`config.mk`:
```
export PLATFORM = sky130hd
export DESIGN_NAME = monitor_bus_master
export DESIGN_NICKNAME = d
export VERILOG_FILES = /design/src/rtl/monitor_bus_master.sv
export SDC_FILE = /design/constraint.sdc
export NUM_CORES = 1
export LEC_CHECK = 0
export BUFFER_PORTS_ARGS = -buffer_cell sky130_fd_sc_hd__buf_2
export CORE_MARGIN = 4
export CORE_UTILIZATION = 35
export CTS_BUF_LIST = sky130_fd_sc_hd__clkbuf_16
export CTS_CLUSTER_DIAMETER = 150
export DETAILED_ROUTE_END_ITERATION = 10
export PLACE_DENSITY = 0.68
export SYNTH_ARGS = -nofsm -noshare
export SYNTH_HDL_FRONTEND = slang
export SYNTH_SLANG_ARGS = --single-unit
```
`constraint.sdc`:
```
create_clock -name clk_rw -period 2.18 [get_ports clk_rw]
set_input_delay 0.436 -clock clk_rw [delete_from_list [all_inputs] [get_ports clk_rw]]
set_output_delay 0.436 -clock clk_rw [all_outputs]
set_load 0.05 [all_outputs]
```
`src/rtl/monitor_bus_master.sv`:
```
// rtl/monitor_bus_master.sv - slot control bus initiator with IRQ tracking
// Optional read polling is enabled by defining MONITOR_MASTER_POLL_EN.
module monitor_bus_master #(
    parameter logic [7:0] IDLE_BYTE  = 8'h30,
    parameter int         GAP_CYCLES = 2,
    parameter int         POLL_MAX   = 16
) (
    input  logic       clk_rw,
    input  logic       reset_x,
    input  logic       req_valid,
    output logic       req_ready,
    input  logic [1:0] req_op,
    input  logic [7:0] req_cmd,
    input  logic [7:0] req_addr,
    input  logic [7:0] req_wdata,
    input  logic       req_poll,
    input  logic [7:0] req_poll_mask,
    output logic       rsp_valid,
    output logic [7:0] rsp_data,
    output logic       rsp_err,
    output logic [7:0] bus_data_out,
    output logic       bus_data_oe_x,
    input  logic [7:0] bus_data_in,
    input  logic       bus_resp_oe_x,
    output logic       bus_ax_d,
    output logic       bus_r_wx,
    input  logic       int_x,
    input  logic       int_oe_x,
    output logic       irq_pending,
    input  logic       irq_ack,
    output logic       busy
);

    localparam logic [1:0] OP_READ  = 2'd0;
    localparam logic [1:0] OP_IRQ   = 2'd2;
    localparam logic [1:0] OP_RSV   = 2'd3;
    localparam logic [7:0] TOKEN_FF = 8'hFF;
    localparam logic [7:0] CMD_IRQ  = 8'h02;
    localparam logic [3:0] GAP_LAST = 4'(GAP_CYCLES - 1);

    typedef enum logic [3:0] {
        S_IDLE,
        S_SEL,
        S_CMD,
        S_ADDR,
        S_RDATA,
        S_WDATA,
        S_VAL,
        S_DESEL,
        S_GAP
    } state_t;

    state_t     state;
    state_t     state_next;

    logic [1:0] op_q;
    logic [7:0] cmd_q;
    logic [7:0] addr_q;
    logic [7:0] wdata_q;
    logic       err_pend;
    logic       sel_held;
    logic [3:0] gap_cnt;
    logic       accept;
    logic [1:0] eff_op;
    logic [7:0] eff_cmd;
    logic [7:0] cmd_byte;
    logic [7:0] rd_byte;
    logic       rd_err;
    logic       poll_again;
    logic       poll_err;

    logic [1:0] int_sync;
    logic [1:0] int_oe_sync;

    assign accept   = (state == S_IDLE) && req_valid;
    // CMD can be entered straight from IDLE when SEL is skipped, before the latch updates
    assign eff_op   = (state == S_IDLE) ? req_op  : op_q;
    assign eff_cmd  = (state == S_IDLE) ? req_cmd : cmd_q;
    assign cmd_byte = (eff_op == OP_IRQ) ? CMD_IRQ : eff_cmd;
    assign rd_byte  = bus_resp_oe_x ? 8'hFF : bus_data_in;
    assign rd_err   = bus_resp_oe_x;

`ifdef MONITOR_MASTER_POLL_EN
    logic       poll_q;
    logic [7:0] mask_q;
    logic [7:0] poll_cnt;
    logic [8:0] poll_reads;
    logic       poll_hit;

    assign poll_reads = {1'b0, poll_cnt} + 9'd1;
    assign poll_hit   = poll_q && ((rd_byte & mask_q) != 8'h00);
    assign poll_again = poll_hit && (poll_reads < 9'(POLL_MAX));
    assign poll_err   = poll_hit && !(poll_reads < 9'(POLL_MAX));

    always_ff @(posedge clk_rw or negedge reset_x) begin
        if (!reset_x) begin
            poll_q   <= 1'b0;
            mask_q   <= 8'h00;
            poll_cnt <= 8'h00;
        end else if (accept) begin
            poll_q   <= req_poll && (req_op == OP_READ);
            mask_q   <= req_poll_mask;
            poll_cnt <= 8'h00;
        end else if (state == S_RDATA) begin
            poll_cnt <= poll_cnt + 8'd1;
        end
    end
`else
    logic unused_poll;
    assign unused_poll = ^{req_poll, req_poll_mask};
    assign poll_again  = 1'b0;
    assign poll_err    = 1'b0;
`endif

    always_ff @(posedge clk_rw or negedge reset_x) begin
        if (!reset_x) begin
            state <= S_IDLE;
        end else begin
            state <= state_next;
        end
    end

    always_comb begin
        state_next = state;
        case (state)
            S_IDLE: begin
                if (req_valid) begin
                    if (req_op == OP_RSV) begin
                        state_next = S_GAP;
                    end else if (sel_held) begin
                        state_next = S_CMD;
                    end else begin
                        state_next = S_SEL;
                    end
                end
            end
            S_SEL:   state_next = S_CMD;
            S_CMD:   state_next = (op_q == OP_IRQ) ? S_VAL : S_ADDR;
            S_ADDR:  state_next = (op_q == OP_READ) ? S_RDATA : S_WDATA;
            S_RDATA: state_next = poll_again ? S_CMD : S_DESEL;
            S_WDATA: state_next = S_DESEL;
            S_VAL:   state_next = S_DESEL;
            S_DESEL: state_next = S_GAP;
            S_GAP:   state_next = (gap_cnt == GAP_LAST) ? S_IDLE : S_GAP;
            default: state_next = S_IDLE;
        endcase
    end

    always_ff @(posedge clk_rw or negedge reset_x) begin
        if (!reset_x) begin
            op_q     <= OP_READ;
            cmd_q    <= 8'h00;
            addr_q   <= 8'h00;
            wdata_q  <= 8'h00;
            err_pend <= 1'b0;
        end else if (accept) begin
            op_q     <= req_op;
            cmd_q    <= req_cmd;
            addr_q   <= req_addr;
            wdata_q  <= req_wdata;
            err_pend <= (req_op == OP_RSV);
        end else if (state == S_RDATA) begin
            err_pend <= rd_err || poll_err;
        end
    end

    always_ff @(posedge clk_rw or negedge reset_x) begin
        if (!reset_x) begin
            sel_held <= 1'b0;
        end else if ((state == S_DESEL) && (op_q == OP_IRQ)) begin
            sel_held <= addr_q[0];
        end
    end

    always_ff @(posedge clk_rw or negedge reset_x) begin
        if (!reset_x) begin
            gap_cnt <= 4'd0;
        end else if (state == S_GAP) begin
            gap_cnt <= gap_cnt + 4'd1;
        end else begin
            gap_cnt <= 4'd0;
        end
    end

    always_ff @(posedge clk_rw or negedge reset_x) begin
        if (!reset_x) begin
            req_ready <= 1'b1;
            busy      <= 1'b0;
            rsp_valid <= 1'b0;
            rsp_err   <= 1'b0;
            rsp_data  <= 8'hFF;
        end else begin
            req_ready <= (state_next == S_IDLE);
            busy      <= (state_next != S_IDLE);
            rsp_valid <= (state_next == S_GAP) && (state != S_GAP);
            if (state == S_RDATA) begin
                rsp_data <= rd_byte;
            end
            // A direct IDLE->GAP hop only happens for the reserved op
            if ((state_next == S_GAP) && (state != S_GAP)) begin
                rsp_err <= (state == S_IDLE) ? 1'b1 : err_pend;
            end
        end
    end

    always_ff @(posedge clk_rw or negedge reset_x) begin
        if (!reset_x) begin
            bus_data_out  <= IDLE_BYTE;
            bus_data_oe_x <= 1'b0;
            bus_ax_d      <= 1'b1;
            bus_r_wx      <= 1'b0;
        end else begin
            bus_data_out  <= IDLE_BYTE;
            bus_data_oe_x <= 1'b0;
            bus_ax_d      <= 1'b1;
            bus_r_wx      <= 1'b0;
            case (state_next)
                S_SEL, S_DESEL: bus_data_out <= TOKEN_FF;
                S_CMD:          bus_data_out <= cmd_byte;
                S_ADDR: begin
                    bus_data_out <= addr_q;
                    bus_ax_d     <= 1'b0;
                end
                S_RDATA: begin
                    bus_data_oe_x <= 1'b1;
                    bus_r_wx      <= 1'b1;
                end
                S_WDATA:        bus_data_out <= wdata_q;
                S_VAL:          bus_data_out <= {7'b0, addr_q[0]};
                default:        bus_data_out <= IDLE_BYTE;
            endcase
        end
    end

    always_ff @(posedge clk_rw or negedge reset_x) begin
        if (!reset_x) begin
            int_sync    <= 2'b11;
            int_oe_sync <= 2'b11;
            irq_pending <= 1'b0;
        end else begin
            int_sync    <= {int_sync[0], int_x};
            int_oe_sync <= {int_oe_sync[0], int_oe_x};
            if (!int_sync[1] && !int_oe_sync[1]) begin
                irq_pending <= 1'b1;
            end else if (irq_ack) begin
                irq_pending <= 1'b0;
            end
        end
    end

endmodule

```
Word level (Yosys, flattened, before mapping)
Index checks and enable logic that the tools add are counted.
{ "word_totals": {"n_memories": 0, "mem_bits_ro": 0, "ramBits": 0, "input_bits": 50, "elab_cells": 75, "output_inout_bits": 24, "latch_bits": 0, "reg_bits": 63} }
{ "op_classes": {"add_sub_neg": 1, "bitwise_logic": 0, "n_eq_ne": 21, "multipliers": 0, "shift": 0, "order_cmp": 0, "muxes": 20, "div": 0, "n_reduce_logical": 14} }
{ "op_table": {"columns": ["operator", "n"], "rows": [
  ["one-hot mux 8 bit (5 select lines)", 1],
  ["equality test 4 x 3 -> 1 bit (second input constant)", 8],
  ["one-hot mux 4 bit (7 select lines)", 1],
  ["2-to-1 mux 8 bit", 3],
  ["equality test 4 x 2 -> 1 bit (second input constant)", 4],
  ["2-to-1 mux 4 bit", 4],
  ["equality test 4 x 1 -> 1 bit (second input constant)", 3],
  ["equality test 4 bit (second input constant)", 2],
  ["logical NOT 4 bit", 2],
  ["2-to-1 mux 1 bit", 8],
  ["equality test 2 bit (second input constant)", 3],
  ["adder 4 x 1 -> 4 bit (second input constant)", 1],
  ["logical AND 1 bit", 4],
  ["2-to-1 mux 2 bit", 2],
  ["!= test 4 bit (second input constant)", 1],
  ["nonzero test 2 bit", 2],
  ["nonzero test 4 bit", 1],
  ["2-to-1 mux 3 bit", 1],
  ["OR reduction 3 bit", 1],
  ["logical NOT 1 bit", 2],
  ["logical NOT 2 bit", 1],
  ["OR reduction 2 bit", 1]
]} }

Logic depth before layout (Yosys ltp)
Gate-level depths: netlist of run 1.
{ "depth": {"ltp_word": 7, "depth_mapped": 7, "depth_no_buf": 6} }

Least setup slack after synthesis of run 1
No wires, ideal clock.
{ "synth_path": {"path_kind": "register to register", "startpoint": "register state[1]", "endpoint": "register addr_q[1]", "stages_incl_launch_ff": 7, "setup_ps": 125, "setup_slack_ps": 517, "arrival_ps": 1538, "required_time_ps": 2055, "synth_period_minus_slack_ps": 1663, "cell_sequence": "dfrtp_1 -> buf_2 -> nor4_4 -> nand2_2 -> buf_6 -> buf_6 -> mux2_4"} }
{ "synth_between": {"elab_chain_len": 2} }
{ "synth_lines": {"columns": ["element", "line", "source"], "rows": [
  ["from (decl)", "53", "state_t state;"],
  ["from (signal assigned)", "119", "state <= state_next;"],
  ["logical NOT 4 bit", "75", "assign accept = (state == S_IDLE) && req_valid;"],
  ["logical AND 1 bit", "75", null],
  ["to (signal assigned)", "159", "addr_q <= req_addr;"],
  ["to (decl)", "58", "logic [7:0] addr_q;"]
]} }
Every way passes these cells.
A chain may end at the register's enable or synchronous reset.

Final worst setup path of run 1
{ "layout_path": {"startpoint": "register state[1]", "endpoint": "register bus_data_out[6]"} }
{ "layout_between": {"elab_chain_len": 6} }
{ "layout_lines": {"columns": ["element", "line", "source"], "rows": [
  ["equality test 4 x 3 -> 1 bit", "125", "case (state)"],
  ["OR reduction 3 bit (no source line)", null, null],
  ["one-hot mux 4 bit (7 select lines)", "125", null],
  ["equality test 4 x 1 -> 1 bit or equality test 4 x 3 -> 1 bit (tied branches)", "217", "case (state_next)"],
  ["OR reduction 2 bit", "217", null],
  ["one-hot mux 8 bit (5 select lines) *", "217", null],
  ["to (signal assigned)", "219", "S_CMD: bus_data_out <= cmd_byte;"],
  ["to (signal assigned)", "221", "bus_data_out <= addr_q;"],
  ["to (signal assigned)", "228", "S_WDATA: bus_data_out <= wdata_q;"],
  ["to (decl)", "21", "output logic [7:0] bus_data_out,"]
]} }
Every way passes the cells marked *; elsewhere a longest branch is shown, timed or not.

==> tab_implementation.tex, run 1 <==
\begin{tabular}{lr}
\hline
Metric & Value \\
\hline
\multicolumn{2}{l}{\textbf{Status}} \\
\quad Status & finished clean \\
\multicolumn{2}{l}{\textbf{STA}} \\
\quad Hold\_ws & 117 ps \\
\quad Final setup viols & 0 \\
\quad Skew final & 8.69 ps \\
\quad Post-route minimum period & 1920 ps \\
\quad Pin slew with the least headroom to its limit & 473 ps \\
\quad Number of max-slew violations in the final report & 0 \\
\quad Remaining max-slew budget at the tightest pin & 68.5\% \\
\quad Setup Total Neg Slack & 0 ps \\
\quad Fmax & 522 MHz \\
\quad Post-route clock period utilization & 87.9\% \\
\quad Number of hold violations in the final report & 0 \\
\quad Setup repair after global routing missed its margin & no \\
\multicolumn{2}{l}{\textbf{Pwr}} \\
\quad Cell internal power dissipation & 3400 µW \\
\quad Combinational share of power & 42.2\% \\
\quad Clock network fraction of design power & 21.4\% \\
\quad Switching portion of total power & 39.7\% \\
\quad Reg power frac & 36.4\% \\
\quad Static Leakage & 0.00160 µW \\
\quad Peak supply drop & 0.000451 V \\
\quad Power consumption & 5630 µW \\
\quad Power per Cell Area & 1640 nW/µm² \\
\quad Switching power total & 2230 µW \\
\multicolumn{2}{l}{\textbf{Finish}} \\
\quad Diode insertion count for antenna repair & 0 \\
\quad Total Nets Final & 337 \\
\quad Fraction of final layout cells with drive strength greater than 1 & 46.2\% \\
\quad Area Growth Syn to Fin & 24.7\% \\
\quad Final standard cell area without fillers & 3440 µm² \\
\quad Finished Layout Cells & 392 \\
\multicolumn{2}{l}{\textbf{Logic synthesis}} \\
\quad Largest area contributor in the netlist & dfrtp\_1 \\
\quad Count of different cell masters after synthesis & 41 \\
\quad Flip-flop and latch count after synthesis & 63 \\
\quad Cells after synthesis & 215 \\
\quad Commonest cells in the synthesized netlist & 47 x dfrtp\_1, 27 x nor2\_1, 18 x mux2\_4 \\
\quad Most used flip-flop cell after synthesis & dfrtp\_1 \\
\quad FFs w/ async S/R, synth & 100\% \\
\quad EDFF count, synth & 0 \\
\quad Synthesized area divided by synthesized cell count & 12.8 µm² \\
\quad Fraction of post-synthesis cell area in the top cell type by area & 42.7\% \\
\quad Cell with the most instances after synthesis & dfrtp\_1 \\
\quad Sequential-to-total area share from yosys stat & 57.9\% \\
\quad Synthesized netlist net count & 267 \\
\quad Leading cell types by total area after synthesis & dfrtp\_1 43\%, dfstp\_2 15\%, mux2\_4 9.8\%, mux2\_2 4.1\%, nor2\_1 3.7\% \\
\quad Warnings, synthesis & 0 \\
\quad Mapped Area & 2760 µm² \\
\multicolumn{2}{l}{\textbf{Detailed routing}} \\
\quad Pre-Repair DR Iteration Count & 4 \\
\quad Final Routed Wirelength & 5510 µm \\
\quad DRT antenna net count & 0 \\
\quad Starting DRT DRC Count & 152 \\
\quad Mean routed wirelength per cell & 14.1 µm \\
\quad Average vias per placed instance & 4.70 \\
\quad DR vias & 1844 \\
\quad Remaining design rule violation count & 0 \\
\multicolumn{2}{l}{\textbf{Clock network}} \\
\quad Clock tree from TritonCTS & built \\
\quad \# H-tree levels & 3 \\
\quad Setup Buffers After CTS & 0 \\
\quad Post-CTS Hold Buffers & 0 \\
\quad Clk\_lat worst skew & 320 ps \\
\quad Clk sink count & 63 \\
\quad Clock-pin slew on the worst setup and hold paths & 50 ps \\
\quad Num CTS Buffers & 9 \\
\quad Clock tree buffer depth & 2 \\
\quad Clock root buffer & clkbuf\_16 \\
\quad Count of instances resized after the clock tree is built & 0 \\
\multicolumn{2}{l}{\textbf{Placement}} \\
\quad Placer Congestion & 0.907 \\
\quad Port Buffers & 64 \\
\quad Placed cell area & 3180 µm² \\
\quad Number of cells after detailed placement & 376 \\
\quad Final HPWL from detailed placement & 3920 µm \\
\multicolumn{2}{l}{\textbf{Global routing}} \\
\quad Antenna violations before repair & 0 \\
\quad Combined global-route utilization of all metal layers & 12.3\% \\
\quad First-pass GRT wire length & 9230 µm \\
\quad Pin count of the biggest net entering global routing & 64 \\
\quad Number of global-route vias before repair & 1895 \\
\quad Total overflow reported by the global router & 0 \\
\multicolumn{2}{l}{\textbf{Job}} \\
\quad Max cap viols & 0 \\
\multicolumn{2}{l}{\textbf{Floorplan}} \\
\quad DIE AREA & 9360 µm² \\
\quad Horizontal extent of the die & 96.7 µm \\
\quad Placeable Area & 7690 µm² \\
\quad Die height & 96.7 µm \\
\quad Cell row count & 32 \\
\quad Top-level I/O count & 74 \\
\quad Initial Util & 35.8\% \\
\multicolumn{2}{l}{\textbf{Critical path}} \\
\quad Critical Path Source Type & register \\
\quad CP Data Required Time & 2350 ps \\
\quad Largest fanout of any net on the critical path & 9 \\
\quad Crit path DAT & 2090 ps \\
\quad Kind of critical path & reg2reg \\
\quad Element type at the critical path end & register \\
\multicolumn{2}{l}{\textbf{Worst hold path}} \\
\quad Worst min-delay path category & in2async \\
\hline
\end{tabular}
==> cell usage in the layout (no fill, tap or decap), types with 7 or more instances in the layout <==
cell        n
a21oi_1    11
buf_2      64
clkbuf_16   9
dfrtp_1    47
dfstp_2    16
inv_1       9
mux2_2     10
mux2_4     18
mux2i_1     7
nand2_1     7
nor2_1     27
o21ai_0     7
==> registers in the layout (all words and copies together) (netlist names), 2 cells and up <==
signal and flops:
int_sync 2, state 4, rsp_data 8, gap_cnt 4, cmd_q 8, wdata_q 8
bus_data_out 8, int_oe_sync 2, op_q 2, addr_q 8
==> cell type report <==
cell class                      count  area (µm²)
Sequential cell                    63        1600
Fill cell                         735        4250
Inverter                            6        22.5
Multi-Input combinational cell    134        1040
Tap cell                          102         128
Timing Repair Buffer               71         385
Clock buffer                        9         225
Clock inverter                      7        33.8
==> worst paths after layout <==
| check | startpoint | end | slack (ps) | depth (start not counted) |
|---|---|---|---|---|
| max | state[1] | bus_data_out[6] | 260 | 5 |
| min | reset_x | cmd_q[2] | 120 | 2 |
| max reg2reg | state[1] | bus_data_out[6] | 260 | 5 |
| min reg2reg | int_sync[0] | int_sync[1] | 360 | 0 |
| max in group asynchronous | reset_x | rsp_data[3] | 1740 | 2 |
| min in group clk_rw | int_oe_x | int_oe_sync[0] | 220 | 1 |
==> cell families (layout without fill, tap and decap cells) <==
group / count (synthesis) / count (layout) / share of synthesized area [%]
AO/OA/AOI/OAI: 38 / 38 / 9.22
XOR/XNOR: 3 / 3 / 0.954
adder cells (fa/ha/maj): 2 / 2 / 0.908
buffers and inverters: 18 / 93 / 4.13
flip-flops: 63 / 63 / 57.9
multiplexers: 35 / 35 / 16.4
AND/OR/NAND/NOR: 56 / 56 / 10.4
==> power by group through the flow <==
stage                     Clock [µW]  Combinational, µW  Sequential, µW
after global placement             0               2340            2030
after CTS                       1240               2400            2050
after global routing            1300               2570            2110
final                           1200               2380            2050
after detailed placement           0               2390            2050
after floorplan                    0               1320            2580
==> worst max-delay path: stages, from the launching register on <==
cell,delay (ps)
dfrtp_1,500
nor4_4,470
a32oi_1,210
and2_1,240
o2111ai_2,180
o21ai_0,170
==> metal layers <==
metal	part of all wire (%)	routed length [µm]	vias to the layer above	global-route usage (%)
met2	45	2490	51	17.6
met1	47	2620	886	16.5
li1	-	-	902	-
met4	1.4	76	0	5.08
met3	5.9	326	5	4.90
met5	0	0	-	0
==> through the flow <==
stage                     setup slack, ps  utilization, %
final                                 264            44.7
after global routing                  122            44.7
after CTS                             275            44.7
after detailed placement              303            41.3
after global placement                314            41.3
after floorplan                       517               -
Note: power is estimated with default switching activity, not from simulation.
==> run 2: changes to the inputs <==
--- a/config.mk
+++ b/config.mk
@@ -6,7 +6,7 @@
 export NUM_CORES = 1
 export LEC_CHECK = 0
 export BUFFER_PORTS_ARGS = -buffer_cell sky130_fd_sc_hd__buf_2
-export CORE_MARGIN = 4
+export CORE_MARGIN = 2
 export CORE_UTILIZATION = 35
 export CTS_BUF_LIST = sky130_fd_sc_hd__clkbuf_16
 export CTS_CLUSTER_DIAMETER = 150
==> run 2 against run 1 <==
- global-route usage rose by 1.1 points
- critical path depth is the same
- first-iteration DRC count decreased by 43%
- sequential cell count did not move
- clock-buffer cell count unchanged
- register-to-register slack barely moved
- clock power increased by 21%
- via count up 0.49%
- core utilization grew 0.62 points
- final cell count unchanged
- sequential share of layout area shrank 0.63 points
- largest power group unchanged
==> tab_implementation.tex, run 2 (same netlist as run 1, synthesis figures left out) <==
\begin{tabular}{lr}
\hline
Metric & Value \\
\hline
\multicolumn{2}{l}{\textbf{Finish}} \\
\quad Area Growth Syn to Fin & 26.4\% (was 24.7\%) \\
\quad Filler Cells Inserted & 743 (was 735) \\
\quad Fraction of final layout cells with drive strength greater than 1 & 46.2\% (unchanged) \\
\quad Area occupied by multi-input gates & 1040 µm² (unchanged) \\
\quad Commonest non-fill, non-tap cell in the layout & buf\_2 (unchanged) \\
\quad Most frequent cells in the layout & 64 x buf\_2, 47 x dfrtp\_1, 27 x nor2\_1 (unchanged) \\
\quad Diode insertion count for antenna repair & 0 (unchanged) \\
\quad Total Nets Final & 337 (unchanged) \\
\quad Storage element area & 1600 µm² (unchanged) \\
\multicolumn{2}{l}{\textbf{STA}} \\
\quad Setup Total Neg Slack & 0 ps (unchanged) \\
\quad Number of hold violations in the final report & 0 (unchanged) \\
\quad Number of max-slew violations in the final report & 0 (unchanged) \\
\quad Post-route clock period utilization & 88.4\% (was 87.9\%) \\
\quad Skew final & 8.47 ps (was 8.69 ps) \\
\quad Post-route minimum period & 1930 ps (was 1920 ps) \\
\quad Setup repair after global routing missed its margin & no (unchanged) \\
\quad Fmax & 519 MHz (was 522 MHz) \\
\quad Pin slew with the least headroom to its limit & 565 ps (was 473 ps) \\
\quad Final setup viols & 0 (unchanged) \\
\quad Remaining max-slew budget at the tightest pin & 61.8\% (was 68.5\%) \\
\multicolumn{2}{l}{\textbf{Pwr}} \\
\quad Peak supply drop & 0.000510 V (was 0.000451 V) \\
\quad Power consumption & 5850 µW (was 5630 µW) \\
\quad Reg power frac & 35.2\% (was 36.4\%) \\
\quad Clock network fraction of design power & 24.7\% (was 21.4\%) \\
\quad Static Leakage & 0.00162 µW (was 0.00160 µW) \\
\quad Switching power total & 2230 µW (about the same) \\
\quad Cell internal power dissipation & 3620 µW (was 3400 µW) \\
\quad Combinational share of power & 40.1\% (was 42.2\%) \\
\quad Power per Cell Area & 1680 nW/µm² (was 1640 nW/µm²) \\
\quad Switching portion of total power & 38.1\% (was 39.7\%) \\
\multicolumn{2}{l}{\textbf{Floorplan}} \\
\quad DIE AREA & 8600 µm² (was 9360 µm²) \\
\quad Cell row count & 32 (unchanged) \\
\quad Placeable Area & 7690 µm² (unchanged) \\
\quad Horizontal extent of the die & 92.7 µm (was 96.7 µm) \\
\quad Die height & 92.7 µm (was 96.7 µm) \\
\quad Top-level I/O count & 74 (unchanged) \\
\quad Initial Util & 35.8\% (unchanged) \\
\multicolumn{2}{l}{\textbf{Critical path}} \\
\quad Crit path buffers/inverters & 0 (unchanged) \\
\quad R2R Path End & bus\_data\_out[6] (unchanged) \\
\quad Element type at the critical path end & register (unchanged) \\
\quad Crit path DAT & 2100 ps (was 2090 ps) \\
\quad Critical Path Source Type & register (unchanged) \\
\quad Worst path cell trace & nor4\_4 -> a32oi\_1 -> and2\_1 -> o2111ai\_2 -> o21ai\_0 (unchanged) \\
\quad Depth of the worst register-to-register path & 5 (unchanged) \\
\quad Cell type of the slowest stage on the worst timing path & nor4\_4 (was dfrtp\_1) \\
\quad Critical Path Max Stage Delay & 510 ps (was 500 ps) \\
\quad Cell family contributing the most delay on the critical path & simple AND/OR/NAND/NOR gates (unchanged) \\
\quad Kind of critical path & reg2reg (unchanged) \\
\quad CP Data Required Time & 2360 ps (was 2350 ps) \\
\quad Setup slack of the most critical reg-to-reg path & 250 ps (was 260 ps) \\
\quad RR Startpoint & state[0] (was state[1]) \\
\quad Largest fanout of any net on the critical path & 9 (unchanged) \\
\multicolumn{2}{l}{\textbf{Global routing}} \\
\quad Number of global-route vias before repair & 1864 (was 1895) \\
\quad Combined global-route utilization of all metal layers & 13.4\% (was 12.3\%) \\
\quad Antenna violations before repair & 0 (unchanged) \\
\quad Total overflow reported by the global router & 0 (unchanged) \\
\quad First-pass GRT wire length & 8870 µm (was 9230 µm) \\
\quad Pin count of the biggest net entering global routing & 64 (unchanged) \\
\multicolumn{2}{l}{\textbf{Status}} \\
\quad Status & finished clean (unchanged) \\
\multicolumn{2}{l}{\textbf{Detailed routing}} \\
\quad Remaining design rule violation count & 0 (unchanged) \\
\quad Mean routed wirelength per cell & 13.5 µm (was 14.1 µm) \\
\quad DR vias & 1853 (was 1844) \\
\quad Final Routed Wirelength & 5300 µm (was 5510 µm) \\
\quad Pre-Repair DR Iteration Count & 6 (was 4) \\
\quad DRT antenna net count & 0 (unchanged) \\
\quad Average vias per placed instance & 4.73 (was 4.70) \\
\quad Starting DRT DRC Count & 87 (was 152) \\
\multicolumn{2}{l}{\textbf{Clock network}} \\
\quad Post-CTS Hold Buffers & 0 (unchanged) \\
\quad Clk sink count & 63 (unchanged) \\
\quad Num CTS Buffers & 9 (unchanged) \\
\quad Clk\_lat worst skew & 320 ps (about the same) \\
\quad Count of instances resized after the clock tree is built & 0 (unchanged) \\
\quad Clock-pin slew on the worst setup and hold paths & 50 ps (about the same) \\
\quad Clock tree from TritonCTS & built (unchanged) \\
\quad Clock root buffer & clkbuf\_16 (unchanged) \\
\quad \# H-tree levels & 3 (unchanged) \\
\quad Clock tree buffer depth & 2 (unchanged) \\
\quad Setup Buffers After CTS & 0 (unchanged) \\
\multicolumn{2}{l}{\textbf{Placement}} \\
\quad Final HPWL from detailed placement & 3770 µm (was 3920 µm) \\
\quad Placer Congestion & 0.830 (was 0.907) \\
\quad Port Buffers & 64 (unchanged) \\
\multicolumn{2}{l}{\textbf{Worst hold path}} \\
\quad Worst min-delay path category & in2async (unchanged) \\
\multicolumn{2}{l}{\textbf{Job}} \\
\quad Max cap viols & 0 (unchanged) \\
\hline
\end{tabular}
==> run 2: cell count changes in the layout (fill, tap and decap cells not counted), sizes merged <==
| cell | before | now |
|---|---|---|
| clkinvlp | 1 | 0 |
| bufinv | 0 | 2 |
| inv | 9 | 8 |
==> run 2: worst register-to-register path: stages (launching register included) <==
cell and delay [ps]:
dfrtp_1 490, nor4_4 510, a32oi_1 190, and2_1 250, o2111ai_2 190, o21ai_0 160
==> run 2: power by group through the flow <==
stage / clock, µW / combinational, µW / sequential [µW]
finish: 1450 / 2350 / 2060
global route: 1530 / 2540 / 2130
CTS: 1480 / 2360 / 2060
detailed placement: 0 / 2350 / 2070
global placement: 0 / 2310 / 2050
floorplan: 0 / 1320 / 2580
==> run 2: routing by layer <==
metal | up-vias | part of all wire [%] | track usage, %
li1 | 901 | - | -
met1 | 898 | 49 | 18.2
met2 | 49 | 44 | 19.7
met3 | 5 | 6.0 | 4.39
met4 | 0 | 1.4 | 5.88
met5 | - | 0 | 0
==> run 2: through the flow <==
| stage | cell area [µm²] | setup WS, ps | hold WS, ps | util (%) | instances |
|---|---|---|---|---|---|
| 2_1_floorplan | 2760 | 517 | 140 | - | 215 |
| 3_3_place_gp | 3180 | 281 | 347 | 41.3 | 376 |
| 3_5_place_dp | 3180 | 262 | 347 | 41.3 | 376 |
| 4_1_cts | 3480 | 234 | 135 | 45.3 | 392 |
| 5_1_grt | 3480 | 86.0 | 154 | 45.3 | 392 |
| 6_report | 3480 | 254 | 109 | 45.3 | 392 |
==> run 2: how the worst max path moves through the flow <==
stage | start | end | slack (ps) | cells after the start
floorplan | state[1] | addr_q[1] | 520 | 6
global placement | state[0] | bus_data_out[3] | 280 | 5
detailed placement | state[0] | bus_data_out[6] | 260 | 5
CTS | state[0] | bus_data_out[6] | 230 | 5
global route | state[0] | bus_data_out[3] | 90 | 5
finish | state[0] | bus_data_out[6] | 250 | 5
==> run 2: cell type report <==
type                       instances  share of cell area (%)
clock inverter                     7                    2.33
timing repair buffer              71                    11.1
clock buffer                       9                    6.47
inverter                           6                   0.647
tap                              102                    3.66
sequential                        63                    45.8
multi-input combinational        134                    30.0
==> run 3: changes to the inputs <==
--- a/config.mk
+++ b/config.mk
@@ -12,6 +12,7 @@
 export CTS_CLUSTER_DIAMETER = 150
 export DETAILED_ROUTE_END_ITERATION = 10
 export PLACE_DENSITY = 0.68
+export RECOVER_POWER = 25
 export SYNTH_ARGS = -nofsm -noshare
 export SYNTH_HDL_FRONTEND = slang
 export SYNTH_SLANG_ARGS = --single-unit
==> run 3 against run 2 <==
- the flow now finishes with violations (max-capacitance violations)
- combinational power barely moved
- largest cell class unchanged
- first-iteration DRC count did not move
- via count barely moved
- sequential cell count did not move
- clock power barely moved
- clock skew did not move
==> tab_implementation.tex, run 3 (same netlist as run 1, synthesis figures left out) <==
\begin{tabular}{lr}
\hline
Metric & Value \\
\hline
\multicolumn{2}{l}{\textbf{Pwr}} \\
\quad Static Leakage & 0.00162 µW (about the same) \\
\quad Power per Cell Area & 1690 nW/µm² (was 1680 nW/µm²) \\
\quad Peak supply drop & 0.000510 V (about the same) \\
\multicolumn{2}{l}{\textbf{Status}} \\
\quad Violations in the final reports & max-capacitance violations \\
\quad Status & finished, violations left (was finished clean) \\
\multicolumn{2}{l}{\textbf{Critical path}} \\
\quad Worst path cell trace & nor4\_4 -> a32oi\_1 -> and2\_1 -> o2111ai\_2 -> o21ai\_0 (unchanged) \\
\quad Crit path DAT & 2100 ps (about the same) \\
\quad CP Capture Point & bus\_data\_out[6] (unchanged) \\
\quad Depth of the worst register-to-register path & 5 (unchanged) \\
\quad Largest fanout of any net on the critical path & 9 (unchanged) \\
\quad Critical Path Max Stage Delay & 510 ps (about the same) \\
\quad RR Startpoint & state[0] (unchanged) \\
\quad Setup slack of the most critical reg-to-reg path & 250 ps (about the same) \\
\quad Kind of critical path & reg2reg (unchanged) \\
\quad Cell type of the slowest stage on the worst timing path & nor4\_4 (unchanged) \\
\quad Cell family contributing the most delay on the critical path & simple AND/OR/NAND/NOR gates (unchanged) \\
\quad Critical Path Source Type & register (unchanged) \\
\quad R2R Path End & bus\_data\_out[6] (unchanged) \\
\quad Critical Path Start & state[0] (unchanged) \\
\quad CP Data Required Time & 2360 ps (about the same) \\
\quad Element type at the critical path end & register (unchanged) \\
\quad Depth of the critical timing path with buffers and inverters included & 5 (unchanged) \\
\quad Crit path buffers/inverters & 0 (unchanged) \\
\multicolumn{2}{l}{\textbf{STA}} \\
\quad Number of hold violations in the final report & 0 (unchanged) \\
\quad Pin slew with the least headroom to its limit & 1480 ps (was 565 ps) \\
\quad Post-route clock period utilization & 88.4\% (about the same) \\
\quad Remaining max-slew budget at the tightest pin & 1.01\% (was 61.8\%) \\
\quad Fmax & 519 MHz (about the same) \\
\quad Skew final & 8.47 ps (unchanged) \\
\quad Post-route minimum period & 1930 ps (about the same) \\
\quad Setup Total Neg Slack & 0 ps (unchanged) \\
\quad Number of max-slew violations in the final report & 0 (unchanged) \\
\quad Setup WS post-layout & 253 ps (was 254 ps) \\
\quad Setup repair after global routing missed its margin & no (unchanged) \\
\quad Final setup viols & 0 (unchanged) \\
\multicolumn{2}{l}{\textbf{Finish}} \\
\quad Finished Layout Cells & 392 (unchanged) \\
\quad Commonest non-fill, non-tap cell in the layout & buf\_2 (unchanged) \\
\quad Area Growth Syn to Fin & 25.9\% (was 26.4\%) \\
\quad Fraction of final layout cells with drive strength greater than 1 & 46.2\% (unchanged) \\
\quad Diode insertion count for antenna repair & 0 (unchanged) \\
\quad Total Nets Final & 337 (unchanged) \\
\quad Most frequent cells in the layout & 64 x buf\_2, 47 x dfrtp\_1, 27 x nor2\_1 (unchanged) \\
\multicolumn{2}{l}{\textbf{Detailed routing}} \\
\quad DR vias & 1854 (was 1853) \\
\quad Average vias per placed instance & 4.73 (about the same) \\
\quad Starting DRT DRC Count & 87 (unchanged) \\
\quad Pre-Repair DR Iteration Count & 4 (was 6) \\
\quad Final Routed Wirelength & 5300 µm (unchanged) \\
\quad Remaining design rule violation count & 0 (unchanged) \\
\quad Mean routed wirelength per cell & 13.5 µm (unchanged) \\
\quad DRT antenna net count & 0 (unchanged) \\
\multicolumn{2}{l}{\textbf{Clock network}} \\
\quad Setup Buffers After CTS & 0 (unchanged) \\
\quad Clock root buffer & clkbuf\_16 (unchanged) \\
\quad Clock tree buffer depth & 2 (unchanged) \\
\quad Clock tree from TritonCTS & built (unchanged) \\
\quad Clk\_lat worst skew & 320 ps (about the same) \\
\quad Count of instances resized after the clock tree is built & 0 (unchanged) \\
\quad Clk sink count & 63 (unchanged) \\
\quad \# H-tree levels & 3 (unchanged) \\
\quad Num CTS Buffers & 9 (unchanged) \\
\quad Post-CTS Hold Buffers & 0 (unchanged) \\
\quad Clock-pin slew on the worst setup and hold paths & 50 ps (about the same) \\
\multicolumn{2}{l}{\textbf{Global routing}} \\
\quad Combined global-route utilization of all metal layers & 13.4\% (unchanged) \\
\quad First-pass GRT wire length & 8870 µm (unchanged) \\
\quad Pin count of the biggest net entering global routing & 64 (unchanged) \\
\quad Total overflow reported by the global router & 0 (unchanged) \\
\quad Number of global-route vias before repair & 1864 (unchanged) \\
\quad Antenna violations before repair & 0 (unchanged) \\
\multicolumn{2}{l}{\textbf{Floorplan}} \\
\quad Placeable Area & 7690 µm² (unchanged) \\
\quad Cell row count & 32 (unchanged) \\
\quad DIE AREA & 8600 µm² (unchanged) \\
\quad Die height & 92.7 µm (unchanged) \\
\quad Top-level I/O count & 74 (unchanged) \\
\quad Initial Util & 35.8\% (unchanged) \\
\quad Horizontal extent of the die & 92.7 µm (unchanged) \\
\multicolumn{2}{l}{\textbf{Worst hold path}} \\
\quad Worst min-delay path category & in2reg (was in2async) \\
\multicolumn{2}{l}{\textbf{Placement}} \\
\quad Placer Congestion & 0.830 (unchanged) \\
\quad Number of cells after detailed placement & 376 (unchanged) \\
\quad Pre-CTS setup slack & 262 ps (unchanged) \\
\quad Final HPWL from detailed placement & 3770 µm (unchanged) \\
\quad Port Buffers & 64 (unchanged) \\
\multicolumn{2}{l}{\textbf{Job}} \\
\quad Max cap viols & 1 (was 0) \\
\hline
\end{tabular}
==> run 3: cell count changes in the layout (fill, tap and decap cells not counted), sizes merged <==
cell / before / now
buf: 71 / 70
clkbuf: 9 / 10
==> run 3: power breakdown <==
group	leakage [µW]	internal [µW]	switching [µW]
clock network	0.000159	982	465
logic	0.000716	904	1440
registers	0.000742	1730	324
==> run 3: layout make-up <==
type                    instances  area (µm²)
multi-input cells             134        1040
clock inverters                 7        81.3
flip-flops and latches         63        1600
inverters                       6        22.5
clock buffers                   9         225
fillers                       744        4220
well taps                     102         128
repair buffers                 71         370
==> run 3: through the flow <==
| step | power [µW] | cell area (µm²) | hold slack [ps] | util (%) |
|---|---|---|---|---|
| 2_1_floorplan | 3910 | 2760 | 140 | - |
| 3_3_place_gp | 4360 | 3180 | 347 | 41.3 |
| 3_5_place_dp | 4420 | 3180 | 347 | 41.3 |
| 4_1_cts | 5900 | 3480 | 135 | 45.3 |
| 5_1_grt | 6190 | 3470 | 202 | 45.1 |
| 6_report | 5850 | 3470 | 219 | 45.1 |
==> run 3: worst min path at each step <==
stage,start,slack [ps],endpoint,cells past startpoint
floorplan,reset_x,140,addr_q[0],0
global placement,int_oe_sync[0],350,int_oe_sync[1],0
detailed placement,int_sync[0],350,int_sync[1],0
CTS,reset_x,130,cmd_q[6],2
global route,int_oe_x,200,int_oe_sync[0],1
finish,int_oe_x,220,int_oe_sync[0],1
==> run 3: per-layer routing <==
metal / wire length (µm) / vias to the layer above / share of wire (%) / track usage [%]
met1: 2570 / 899 / 49 / 18.2
li1: - / 901 / - / -
met4: 74 / 0 / 1.4 / 5.88
met2: 2330 / 49 / 44 / 19.7
met3: 318 / 5 / 6.0 / 4.39
met5: 0 / - / 0 / 0
